[src/rtl/cpu_sequencer.sv]
// cpu_sequencer: Moore fetch/decode/execute control FSM for the 16-bit register/ALU datapath.
// Define CPU_SEQ_LDST_EN to compile the LDR/STR address and memory-access states.
module cpu_sequencer (
  input  logic       clk,
  input  logic       rst_n,
  input  logic [2:0] opcode,
  input  logic [1:0] ALU_op,
  output logic       load_pc,
  output logic       clear_pc,
  output logic       load_ir,
  output logic       load_addr,
  output logic       sel_addr,
  output logic [1:0] mem_cmd,
  output logic [1:0] reg_sel,
  output logic [1:0] wb_sel,
  output logic       w_en,
  output logic       en_A,
  output logic       en_B,
  output logic       en_C,
  output logic       en_status,
  output logic       sel_A,
  output logic       sel_B,
  output logic       halted
);

  typedef enum logic [4:0] {
    S_RST, S_IF1, S_IF2, S_UPDATE_PC, S_DECODE, S_WRITE_IMM,
    S_READ_A, S_READ_B, S_EXEC, S_WRITE_RD,
`ifdef CPU_SEQ_LDST_EN
    S_ADDR, S_LOAD_ADDR, S_MEM_RD1, S_MEM_RD2, S_WRITE_MEM,
    S_READ_RD, S_PASS_B, S_MEM_WR,
`endif
    S_HALT
  } state_t;

  typedef struct packed {
    logic       load_pc;
    logic       clear_pc;
    logic       load_ir;
`ifdef CPU_SEQ_LDST_EN
    logic       load_addr;
`endif
    logic       sel_addr;
    logic [1:0] mem_cmd;
    logic [1:0] reg_sel;
    logic [1:0] wb_sel;
    logic       w_en;
    logic       en_a;
    logic       en_b;
    logic       en_c;
    logic       en_status;
    logic       sel_a;
    logic       sel_b;
    logic       halted;
  } ctl_t;

  localparam logic [1:0] MEM_READ = 2'b01;
  localparam logic [1:0] RS_RN    = 2'b10;
  localparam logic [1:0] RS_RD    = 2'b01;
  localparam logic [1:0] RS_RM    = 2'b00;
  localparam logic [1:0] WB_C     = 2'b00;
  localparam logic [1:0] WB_IMM   = 2'b10;
`ifdef CPU_SEQ_LDST_EN
  localparam logic [1:0] MEM_WRITE = 2'b10;
  localparam logic [1:0] WB_MDATA  = 2'b11;
`endif

  state_t state_reg, state_next;
  ctl_t   ctl_reg, ctl_next;

  logic is_mov_imm, is_mov_rm, is_alu, is_mvn, is_cmp, is_halt;
  assign is_mov_imm = (opcode == 3'b110) && (ALU_op == 2'b10);
  assign is_mov_rm  = (opcode == 3'b110) && (ALU_op == 2'b00);
  assign is_alu     = (opcode == 3'b101);
  assign is_mvn     = is_alu && (ALU_op == 2'b11);
  assign is_cmp     = is_alu && (ALU_op == 2'b01);
  assign is_halt    = (opcode == 3'b111);
`ifdef CPU_SEQ_LDST_EN
  logic is_ldr, is_str;
  assign is_ldr = (opcode == 3'b011);
  assign is_str = (opcode == 3'b100);
`endif

  // Control word for a state; EXEC is the only state whose word depends on the instruction.
  function automatic ctl_t ctl_for(input state_t s, input logic pass_b, input logic set_status);
    ctl_t c;
    c = '0;
    case (s)
      S_RST:       begin c.clear_pc = 1'b1; c.load_pc = 1'b1; end
      S_IF1:       begin c.sel_addr = 1'b1; c.mem_cmd = MEM_READ; end
      S_IF2:       begin c.sel_addr = 1'b1; c.mem_cmd = MEM_READ; c.load_ir = 1'b1; end
      S_UPDATE_PC: c.load_pc = 1'b1;
      S_WRITE_IMM: begin c.reg_sel = RS_RN; c.wb_sel = WB_IMM; c.w_en = 1'b1; end
      S_READ_A:    begin c.reg_sel = RS_RN; c.en_a = 1'b1; end
      S_READ_B:    begin c.reg_sel = RS_RM; c.en_b = 1'b1; end
      S_EXEC:      begin c.en_c = 1'b1; c.sel_a = pass_b; c.en_status = set_status; end
      S_WRITE_RD:  begin c.reg_sel = RS_RD; c.wb_sel = WB_C; c.w_en = 1'b1; end
`ifdef CPU_SEQ_LDST_EN
      S_ADDR:      begin c.sel_b = 1'b1; c.en_c = 1'b1; end
      S_LOAD_ADDR: c.load_addr = 1'b1;
      S_MEM_RD1,
      S_MEM_RD2:   c.mem_cmd = MEM_READ;
      S_WRITE_MEM: begin
        c.mem_cmd = MEM_READ; c.reg_sel = RS_RD; c.wb_sel = WB_MDATA; c.w_en = 1'b1;
      end
      S_READ_RD:   begin c.reg_sel = RS_RD; c.en_b = 1'b1; end
      S_PASS_B:    begin c.sel_a = 1'b1; c.en_c = 1'b1; end
      S_MEM_WR:    c.mem_cmd = MEM_WRITE;
`endif
      S_HALT:      c.halted = 1'b1;
      default:     c = '0;
    endcase
    return c;
  endfunction

  always_comb begin
    state_next = state_reg;
    case (state_reg)
      S_RST:       state_next = S_IF1;
      S_IF1:       state_next = S_IF2;
      S_IF2:       state_next = S_UPDATE_PC;
      S_UPDATE_PC: state_next = S_DECODE;
      S_DECODE: begin
        state_next = S_IF1;
        if (is_mov_imm)                  state_next = S_WRITE_IMM;
        else if (is_mov_rm || is_mvn)    state_next = S_READ_B;
        else if (is_alu)                 state_next = S_READ_A;
`ifdef CPU_SEQ_LDST_EN
        else if (is_ldr || is_str)       state_next = S_READ_A;
`endif
        else if (is_halt)                state_next = S_HALT;
      end
      S_WRITE_IMM: state_next = S_IF1;
      S_READ_A: begin
        state_next = S_READ_B;
`ifdef CPU_SEQ_LDST_EN
        if (is_ldr || is_str) state_next = S_ADDR;
`endif
      end
      S_READ_B:    state_next = S_EXEC;
      S_EXEC:      state_next = is_cmp ? S_IF1 : S_WRITE_RD;
      S_WRITE_RD:  state_next = S_IF1;
`ifdef CPU_SEQ_LDST_EN
      S_ADDR:      state_next = S_LOAD_ADDR;
      S_LOAD_ADDR: state_next = is_ldr ? S_MEM_RD1 : S_READ_RD;
      S_MEM_RD1:   state_next = S_MEM_RD2;
      S_MEM_RD2:   state_next = S_WRITE_MEM;
      S_WRITE_MEM: state_next = S_IF1;
      S_READ_RD:   state_next = S_PASS_B;
      S_PASS_B:    state_next = S_MEM_WR;
      S_MEM_WR:    state_next = S_IF1;
`endif
      S_HALT:      state_next = S_HALT;
      default:     state_next = S_RST;
    endcase
  end

  // Outputs are registered alongside the state, so they are computed from the next state.
  assign ctl_next = ctl_for(state_next, is_mov_rm || is_mvn, is_alu);

  always_ff @(posedge clk or negedge rst_n) begin
    if (!rst_n) begin
      state_reg <= S_RST;
      ctl_reg   <= ctl_for(S_RST, 1'b0, 1'b0);
    end else begin
      state_reg <= state_next;
      ctl_reg   <= ctl_next;
    end
  end

  assign load_pc   = ctl_reg.load_pc;
  assign clear_pc  = ctl_reg.clear_pc;
  assign load_ir   = ctl_reg.load_ir;
`ifdef CPU_SEQ_LDST_EN
  assign load_addr = ctl_reg.load_addr;
`else
  assign load_addr = 1'b0;
`endif
  assign sel_addr  = ctl_reg.sel_addr;
  assign mem_cmd   = ctl_reg.mem_cmd;
  assign reg_sel   = ctl_reg.reg_sel;
  assign wb_sel    = ctl_reg.wb_sel;
  assign w_en      = ctl_reg.w_en;
  assign en_A      = ctl_reg.en_a;
  assign en_B      = ctl_reg.en_b;
  assign en_C      = ctl_reg.en_c;
  assign en_status = ctl_reg.en_status;
  assign sel_A     = ctl_reg.sel_a;
  assign sel_B     = ctl_reg.sel_b;
  assign halted    = ctl_reg.halted;

endmodule
[config.mk]
export PLATFORM = sky130hd
export DESIGN_NAME = cpu_sequencer
export DESIGN_NICKNAME = d
export VERILOG_FILES = /design/src/rtl/cpu_sequencer.sv
export SDC_FILE = /design/constraint.sdc
export NUM_CORES = 1
export LEC_CHECK = 0
export BUFFER_PORTS_ARGS = -buffer_cell sky130_fd_sc_hd__buf_4
export CORE_ASPECT_RATIO = 1.2
export CORE_UTILIZATION = 35
export DETAILED_ROUTE_END_ITERATION = 7
export PLACE_DENSITY = 0.67
export SYNTH_ARGS = -nofsm -noshare
export SYNTH_HDL_FRONTEND = slang
export SYNTH_SLANG_ARGS = --single-unit
[constraint.sdc]
create_clock -name clk -period 2.5 [get_ports clk]
set_clock_uncertainty 0.2 [all_clocks]
set_input_delay 0.625 -clock clk [delete_from_list [all_inputs] [get_ports clk]]
set_output_delay 0.625 -clock clk [all_outputs]
set_load 0.02 [all_outputs]
## Yosys cells after proc, flatten, opt, wreduce, memory -nomap -nowiden

Index checks and enable logic that the tools add are counted.

| word-level totals | value |
|---|---|
| register bits after elaboration | 22 |
| output and inout bits | 19 |

| cells by class | value |
|---|---|
| equal/unequal tests | 25 |
| mux-type cells | 16 |
| reduce and logical (&&, ||, !) cells | 12 |

Operator list:

| kind | number |
|---|---|
| case mux 4 bit (9 select lines) | 1 |
| == test 5 x 3 -> 1 bit, second input constant | 7 |
| == test 5 x 4 -> 1 bit, second input constant | 6 |
| == test 5 x 2 -> 1 bit, second input constant | 4 |
| 2-to-1 mux 4 bit | 5 |
| == test 5 x 1 -> 1 bit, second input constant | 2 |
| logical NOT 5 bit | 2 |
| == test 3 bit, second input constant | 3 |
| 2-to-1 mux 1 bit | 6 |
| 2-to-1 mux 3 bit | 2 |
| case mux 3 bit (2 select lines) | 1 |
| OR reduction 2 bit | 3 |
| == test 2 bit, second input constant | 2 |
| logical AND 1 bit | 4 |
| case mux 2 bit (2 select lines) | 1 |
| OR reduction 3 bit | 1 |
| == test 2 x 1 -> 1 bit, second input constant | 1 |
| logical NOT 2 bit | 1 |
| logical OR 1 bit | 1 |

## Longest topological paths before layout

Gate-level depths: netlist of the first run.

| logic depth | value |
|---|---|
| depth after elaboration | 9 |
| gate-level depth with buffers | 6 |
| gate-level depth less buffers | 5 |

## Worst setup path after synthesis of the first run

Ideal clock, no wire load.

| timing | value |
|---|---|
| kind | input-to-reg |
| start | input opcode[2] |
| end | register ctl_reg (netlist bit load_pc) |
| arrival time | 1.639 ns |
| required time | 2.220 ns |
| path slack | 0.582 ns |
| stages on the path | 5 |
| path through | a31o_1 -> a221oi_2 -> inv_2 -> and3_4 -> o2111a_1 |

RTL lines:

| element | RTL line | RTL |
|---|---|---|
| start, declared | 6 | `input logic [2:0] opcode,` |
| end signal, assigned | 164 | `ctl_reg <= ctl_for(S_RST, 1'b0, 1'b0);` |
| end signal, assigned | 167 | `ctl_reg <= ctl_next;` |
| end, declared | 69 | `ctl_t ctl_reg, ctl_next;` |

==> flow_summary.toml, run 1 <==
[power]
max-vdd-ir-drop_mv = 0.630
sw_frac_of_total_pct = 39.2
p_leak_uw = 0.000520
p_comb_share_pct = 45.8
pwr-share-seq_pct = 39.6
p_per_area_mw_per_mm2 = 1140
p_int_uw = 726
pwr-share-clk_pct = 14.6
switching_power_uw = 469

[placed_design]
place_congestion = 0.806
dp.cells = 122
port_buffers = 21
dpl-instance-area_mm2 = 0.00101
dp_hpwl_mm = 1.08

[clock_network]
clockRootBuffer = "clkbuf_4"
clock_latency_ps = 290
cts_max_level = 1
cts_max_path_buffers = 2
cts_tree = "built"
cts_made_buffers = 3
clkTransAtPathRegs_ps = 100
clock_sink_count = 18

[route]
m1WireLength_um = 691
drc_errors = 0
post_drt_wl_per_cell_um = 12.0
drtPass1Iterations = 4
num_vias = 621
ant_nets = 0
highest_layer = "met4"
routed_wl_mm = 1.52
first_iter_violations = 17
wl_met2_um = 717
met3_length_um = 96
vias_per_cell = 4.89

[cells_and_area]
final_common_cell = "buf_4"
stdcell_count = 127
syn_to_final_growth_pct = 23.5
fin_nets = 104
layout_common_cells = "buf_4, dfrtp_1, conb_1"
largest_reg_flops = 4
drive_gt1_share_pct = 35.4
finalInstanceArea_mm2 = 0.00105
antennaDiodeCount = 0

[hold_path]
whs_path_depth = 3
hp-start = "opcode[2]"
hp-class = "input pin to register"
holdPathEnd = "sel_A"

[run]
cap_violations = 0

[grt]
grt_usage_pct = 13.4
grt_max_degree = 19
grt_pass1_wl_mm = 2.46
antenna_found_initial = 0
grt_pass1_vias = 567
overflow = 0

[critical_path]
r2r_slack_ps = 610
max_stage_delay_ps = 540
start_kind = "register"
arrival_ps = 1920
timing.rr.start = "state_reg[2]"
cp_max_fo = 11
r2r-end = "load_pc"
crit_buf_inv = 1
path_cells = "nor4bb_2 -> a221oi_2 -> inv_2 -> and3_4 -> o2111a_1"
critical_path.slowest_cell = "dfrtp_1"
critPathKind = "register to register"
reg2reg_depth = 5
cp.required_ps = 2540
crit_path_end_kind = "register"
setup.worst_path.start = "state_reg[2]"
crit_family = "simple AND/OR/NAND/NOR gates"

[sta]
period_share_pct = 75.5
final-setup-viol-count = 0
fin_crit_ps = 1890
timing.setup.tns_ps = 0
hold_viol = 0
slew_violations = 0
rsz0062_at_grt = "no"
timing.fmax_mhz = 530

[logic_synthesis]
netlist_instances = 74
seq_area_frac_synth_pct = 53.2
yosys_warnings = 0
synthesis.area_um2 = 852
synth.distinct_cells = 38
ys_seq_elements = 18
avgSynthCellArea_um2 = 11.5

[floorplan]
die_h_um = 56.1
initial_utilization_pct = 37.0
rows = 19
die_w_um = 47.0
coreArea_mm2 = 0.00231
die-area_mm2 = 0.00264
pin_count = 26

[run_status]
status = "finished clean"
## power by group through the flow
stage               Combinational (uW)  Clock (uW)  Sequential, uW
floorplan                          362           0             515
global placement                   545           0             475
detailed placement                 547           0             478
CTS                                551         183             474
global route                       589         191             489
finish                             547         175             473
## metrics by stage
step	worst slack [ps]	hold slack, ps	total power [uW]	utilization (%)
after global placement	397	304	1020	43.6
after detailed placement	369	306	1030	43.6
after floorplan	582	129	877	-
final	612	396	1200	45.6
after global routing	476	400	1270	45.6
after CTS	610	381	1210	45.6
## worst register-to-register path: cells and delay by family, from the launching register on
family | cells | cell delay, ps
and+or+nand+nor | 2 | 650
DFF | 1 | 540
buffers and inverters | 1 | 100
AOI/OAI and AO/OA | 2 | 350
## synthesized netlist by cell type
cell type,count,area (um^2)
and3_1,2,12.5
inv_1,3,11.3
o31ai_1,1,7.51
nor4bb_1,1,10.0
nor4bb_2,1,16.3
buf_6,1,11.3
nor2_1,3,11.3
and3b_1,1,8.76
conb_1,1,3.75
a211oi_2,1,12.5
and4b_1,1,10.0
buf_4,5,37.5
a221oi_2,1,15.0
nor4b_1,1,8.76
a22oi_1,1,7.51
xnor2_1,1,8.76
and2b_1,2,15.0
and2_1,2,12.5
or4b_1,1,10.0
o2111a_1,1,11.3
o211ai_1,2,15.0
nand3_1,1,5.00
nor3b_1,1,7.51
nor3_1,2,10.0
dfstp_2,2,52.6
nand2_1,3,11.3
buf_2,1,5.00
nor2b_1,2,12.5
o22ai_1,1,6.26
nor4b_2,1,15.0
o21ai_1,2,10.0
a21oi_1,3,15.0
a21o_1,1,7.51
a31o_1,1,8.76
inv_2,2,7.51
a41o_1,1,10.0
dfrtp_1,16,400
and3_4,1,11.3
## repair_timing
item | 4_1_cts | 5_1_grt
hold buffers | 1 | 0
gates resized for setup | 0 | 0
setup buffers | 0 | 0
endpoints found under the hold margin | 16 | 0
setup endpoints to repair | 0 | 0
## metal layers
metal  vias to the layer above  global-route usage, %
met5                         -                      0
met4                         0                   8.57
met3                         2                   1.95
met2                        20                   19.8
met1                       302                   17.4
li1                        297                      -
## worst max-delay path by stage
stage / cells after the start / to / slack [ps]
after floorplan: 5 / load_pc / 580
after global placement: 6 / load_pc / 400
after detailed placement: 6 / load_pc / 370
after CTS: 5 / load_pc / 610
after global routing: 5 / load_pc / 480
final: 5 / load_pc / 610
## logic make-up (layout without fill, tap and decap cells)
group,Yosys count,count (layout),share of synthesized area [%]
xor gates and xnor gates,1,1,1.03
DFF,18,18,53.2
AOI/OAI and AO/OA,16,16,14.8
and+or+nand+nor,26,26,22.0
other,1,4,0.440
buffers and inverters,12,31,8.52
## final cells by class
class / count / area [um^2]
fillers: 220 / 1250
flip-flops and latches: 18 / 453
multi-input cells: 47 / 338
repair buffers: 22 / 168
well taps: 31 / 38.8
clock buffers: 4 / 36.3
inverters: 5 / 18.8
Note: power is estimated with default switching activity, not from simulation.
==> run 2: changes to the inputs <==
==> constraint.sdc (replaced) <==
create_clock -name clk -period 1.8 [get_ports clk]
set_clock_uncertainty 0.2 [all_clocks]
set_input_delay 0.45 -clock clk [delete_from_list [all_inputs] [get_ports clk]]
set_output_delay 0.45 -clock clk [all_outputs]
set_load 0.02 [all_outputs]
==> run 2 against run 1 <==
Routed wire length up 11%. Clock-buffer cell count stayed put. Non-clock buffer count rose by 11. Maximum frequency up 8.8%. Final area grew 10%. Total power grew 56%.
==> flow_summary.toml, run 2 (synthesized netlist as in run 1, its figures left out) <==
[sta]
setup_slack_ps = 65.1
final-setup-viol-count = 0
hold_ws_ps = 325
period_share_pct = 96.4
slew_violations = 0
hold_viol = 0
timing.fmax_mhz = 576
fin_crit_ps = 1730

[route]
drc_errors = 0
routed_wl_mm = 1.69
post_drt_wl_per_cell_um = 12.2
num_vias = 654
first_iter_violations = 7
vias_per_cell = 4.74
drtPass1Iterations = 4
ant_nets = 0

[power]
totalPowerFinal_uw = 1860
p_per_area_mw_per_mm2 = 1610
max-vdd-ir-drop_mv = 0.902
p_leak_uw = 0.000578

[clock_network]
clock_latency_ps = 280
clockRootBuffer = "clkbuf_4"
cts_made_buffers = 3
clkTransAtPathRegs_ps = 100
clock_sink_count = 18
cts_tree = "built"
cts_max_path_buffers = 2
cts_max_level = 1

[floorplan]
pin_count = 26
coreArea_mm2 = 0.00231
rows = 19
die_w_um = 47.0
die_h_um = 56.1
die-area_mm2 = 0.00264
initial_utilization_pct = 37.0

[grt]
grt_max_degree = 19
overflow = 0
antenna_found_initial = 0
grt.busiest_layer = "met2"
grt_pass1_vias = 578
grt_usage_pct = 13.3
met2_usage_pct = 20.2
grt_pass1_wl_mm = 2.47
grtUsageMet1_pct = 17.5
grt_use_met3_pct = 1.95

[critical_path]
cp_max_fo = 7
crit_path_end_kind = "register"
start_kind = "register"
r2r_slack_ps = 70
arrival_ps = 1750
timing.rr.start = "state_reg[2]"
critPathKind = "register to register"
r2r-end = "load_pc"
crit_end = "load_pc"
setup.worst_path.start = "state_reg[2]"
cp.required_ps = 1820
reg2reg_depth = 5

[cells_and_area]
antennaDiodeCount = 0
final_util_pct = 50.2
drive_gt1_share_pct = 44.9
layout_common_cells = "buf_4, dfrtp_1, conb_1"
fill_cells = 214
fin_nets = 115
syn_to_final_growth_pct = 35.8
largest_reg_flops = 4
final_common_cell = "buf_4"

[hold_path]
hp-class = "input pin to register"

[run]
cap_violations = 0

[placed_design]
place_congestion = 0.828
port_buffers = 21
pre_cts_ws_ps = -97.5
dp_hpwl_mm = 1.18

[run_status]
status = "finished clean"
## run 2: cell count changes in the layout (fill, tap and decap cells not counted), sizes merged
cell and change:
clkbuf +1, buf +10
## run 2: stage by stage
step                      setup TNS [ps]  instances  area [um^2]
after floorplan                        0         77          863
after global placement              -129        131         1070
after detailed placement            -138        131         1070
after CTS                              0        136         1120
after global routing               -4.12        138         1160
final                                  0        138         1160
## run 2: timing repair
action,CTS,global route
hold buffers,1,0
setup buffers,0,2
hold endpoints to repair,16,0
setup endpoints to repair,0,3
resized for setup,0,7
## run 2: final cells by class
type | instances | area (um^2) | area share, %
multi-input cells | 47 | 355 | 30.7
flip-flops and latches | 18 | 457 | 39.5
clock buffers | 4 | 36.3 | 3.14
inverters | 5 | 18.8 | 1.62
well taps | 31 | 38.8 | 3.35
repair buffers | 33 | 251 | 21.7
## run 2: metal layers
metal | up-vias | share of wire [%]
met1 | 314 | 44
met5 | - | 0
met4 | 0 | 1.0
li1 | 324 | -
met2 | 14 | 51
met3 | 2 | 3.4
## run 2: how the worst min path moves through the flow
stage / end / from / cells past startpoint
after floorplan: en_A / rst_n / 0
after global placement: en_status / rst_n / 1
after detailed placement: en_status / rst_n / 1
after CTS: en_status / opcode[1] / 3
after global routing: en_status / opcode[1] / 3
final: sel_A / ALU_op[1] / 4
## run 2: power breakdown
group	switching (uW)	total (uW)	internal (uW)
clock network	117	240	123
registers	102	645	543
logic	485	976	491
## run 2: critical path, cell delays in order (launching register included)
cell and delay, ps:
dfrtp_2 460, nor4bb_4 190, a221oi_2 340, inv_2 70, and3_4 190, o2111a_1 220
==> run 3: changes to the inputs <==
--- a/config.mk
+++ b/config.mk
@@ -6,10 +6,12 @@
 export NUM_CORES = 1
 export LEC_CHECK = 0
 export BUFFER_PORTS_ARGS = -buffer_cell sky130_fd_sc_hd__buf_4
+export CELL_PAD_IN_SITES_DETAIL_PLACEMENT = 2
+export CELL_PAD_IN_SITES_GLOBAL_PLACEMENT = 2
 export CORE_ASPECT_RATIO = 1.2
-export CORE_UTILIZATION = 35
+export CORE_UTILIZATION = 30
 export DETAILED_ROUTE_END_ITERATION = 7
-export PLACE_DENSITY = 0.67
+export PLACE_DENSITY = 0.84
 export SYNTH_ARGS = -nofsm -noshare
 export SYNTH_HDL_FRONTEND = slang
 export SYNTH_SLANG_ARGS = --single-unit
==> run 3 against run 2 <==
The run now ends with setup timing left. Register-to-register slack lost 150 ps. Clock-buffer cell count stayed put. Flip-flop and latch count unchanged. Sequential power rose by 1%. Combinational power is 67% higher. Clock power is 11% higher. First-iteration DRC count down 29%. Utilization is 3.1 points higher. Hold slack got worse by 74 ps. Routed wire length is 110% higher. Cell count increased by 13%.
==> flow_summary.toml, run 3 (synthesized netlist as in run 1, its figures left out) <==
[critical_path]
cp_max_fo = 6
arrival_ps = 1890
timing.rr.start = "state_reg[2]"
max_stage_delay_ps = 530
r2r-end = "sel_addr"
critical_path.slowest_cell = "or4b_4"
critPathKind = "register to register"
r2r_slack_ps = -90
cp.required_ps = 1800
path_cells = "buf_6 -> or4b_4 -> a41o_4 -> nand2_2 -> o31ai_2"
start_kind = "register"
reg2reg_depth = 5
crit_path_end_kind = "register"

[route]
num_vias = 784
ant_nets = 0
first_iter_violations = 5
routed_wl_mm = 3.49
vias_per_cell = 5.03
post_drt_wl_per_cell_um = 22.4
drc_errors = 0
drtPass1Iterations = 4

[clock_network]
clkTransAtPathRegs_ps = 120
cts_tree = "built"
clock_latency_ps = 300
cts_max_path_buffers = 2
clock_sink_count = 18
cts_made_buffers = 3
cts_max_level = 1
clockRootBuffer = "clkbuf_4"

[floorplan]
rows = 20
pin_count = 26
initial_utilization_pct = 32.7
die_h_um = 60.4
coreArea_mm2 = 0.00260
die_w_um = 50.7
die-area_mm2 = 0.00306

[placed_design]
dpl-instance-area_mm2 = 0.00108
dp_hpwl_mm = 1.69
port_buffers = 21
place_congestion = 0.793

[cells_and_area]
finalInstanceArea_mm2 = 0.00139
antennaDiodeCount = 0
final_common_cell = "buf_4"
final_util_pct = 53.3
fin_nets = 131
layout_common_cells = "buf_4, dfrtp_1, buf_6, conb_1, dfrtp_2"
largest_reg_flops = 4
syn_to_final_growth_pct = 62.8
drive_gt1_share_pct = 65.0

[sta]
setup_slack_ps = -89.7
hold_viol = 0
timing.fmax_mhz = 529
final-setup-viol-count = 5
hold_ws_ps = 251
period_share_pct = 105
slew_violations = 0
slew_headroom_pct = 59.1
fin_crit_ps = 1890
worst_pin_slew_ps = 604
timing.setup.tns_ps = -296
rsz0062_at_grt = "yes"

[power]
p_per_area_mw_per_mm2 = 1840
p_int_uw = 1490
pwr-share-clk_pct = 10.5
sw_frac_of_total_pct = 41.7
pwr-share-seq_pct = 25.6
p_comb_share_pct = 63.9
max-vdd-ir-drop_mv = 0.807
switching_power_uw = 1060
p_leak_uw = 0.000681
totalPowerFinal_uw = 2550

[run_status]
violations = "setup timing"
status = "finished, violations left"

[grt]
antenna_found_initial = 0
grt_pass1_vias = 821
grt_usage_pct = 20.7
grt_max_degree = 19
overflow = 0
grt_pass1_wl_mm = 4.35

[hold_path]
hp-start = "opcode[2]"
holdPathEnd = "sel_A"
whs_path_depth = 3
hp-class = "input pin to register"

[run]
cap_violations = 0
[run 3: worst max-delay path by stage]
| stage | startpoint | to | slack [ps] |
|---|---|---|---|
| 6_report | state_reg[2] | sel_addr | -90 |
| 5_1_grt | state_reg[3] | load_pc | -130 |
| 4_1_cts | state_reg[2] | sel_addr | -50 |
| 3_5_place_dp | opcode[2] | load_pc | -120 |
| 3_3_place_gp | opcode[2] | load_pc | -80 |
| 2_1_floorplan | state_reg[2] | load_pc | 50 |
[run 3: area by class of cell]
type                            instances  area [um^2]
Tap cell                               33         41.3
Multi-Input combinational cell         47          434
Sequential cell                        18          458
Fill cell                             260         1210
Inverter                                5         18.8
Timing Repair Buffer                   49          399
Clock buffer                            4         36.3
[run 3: what timing repair did]
action                     CTS  global route
buffers inserted             5            13
pin swaps                    3            10
gates resized for setup      9            23
hold endpoints to repair    16             0
setup endpoints to repair    7             7
hold buffers                 1             0
[run 3: stage by stage]
stage                     cells  setup WS [ps]
after floorplan              77           46.2
after global placement      134          -78.4
after detailed placement    134           -116
after CTS                   144          -45.8
after global routing        156           -132
final                       156          -89.7
[run 3: power groups by stage]
| stage | Sequential [uW] | Clock, uW | Combinational [uW] |
|---|---|---|---|
| global placement | 666 | 0 | 869 |
| detailed placement | 671 | 0 | 917 |
| global route | 663 | 294 | 1700 |
| finish | 653 | 267 | 1630 |
| CTS | 678 | 268 | 1080 |
| floorplan | 715 | 0 | 503 |
[run 3: routing by layer]
layer | share of wire, % | GRT usage [%] | wire length [um] | up-vias
met5 | 0 | 0 | 0 | -
met3 | 2.2 | 2.51 | 77 | 8
met4 | 2.4 | 13.1 | 85 | 0
met2 | 54 | 38.3 | 1880 | 23
li1 | - | - | - | 357
met1 | 42 | 22.6 | 1450 | 396
[run 3: critical path: cells and delay by family, from the launching register on]
kind	cells	cell delay (ps)
AO/OA/AOI/OAI	2	340
AND/OR/NAND/NOR	2	610
buffers and inverters	1	150
flip-flops	1	490
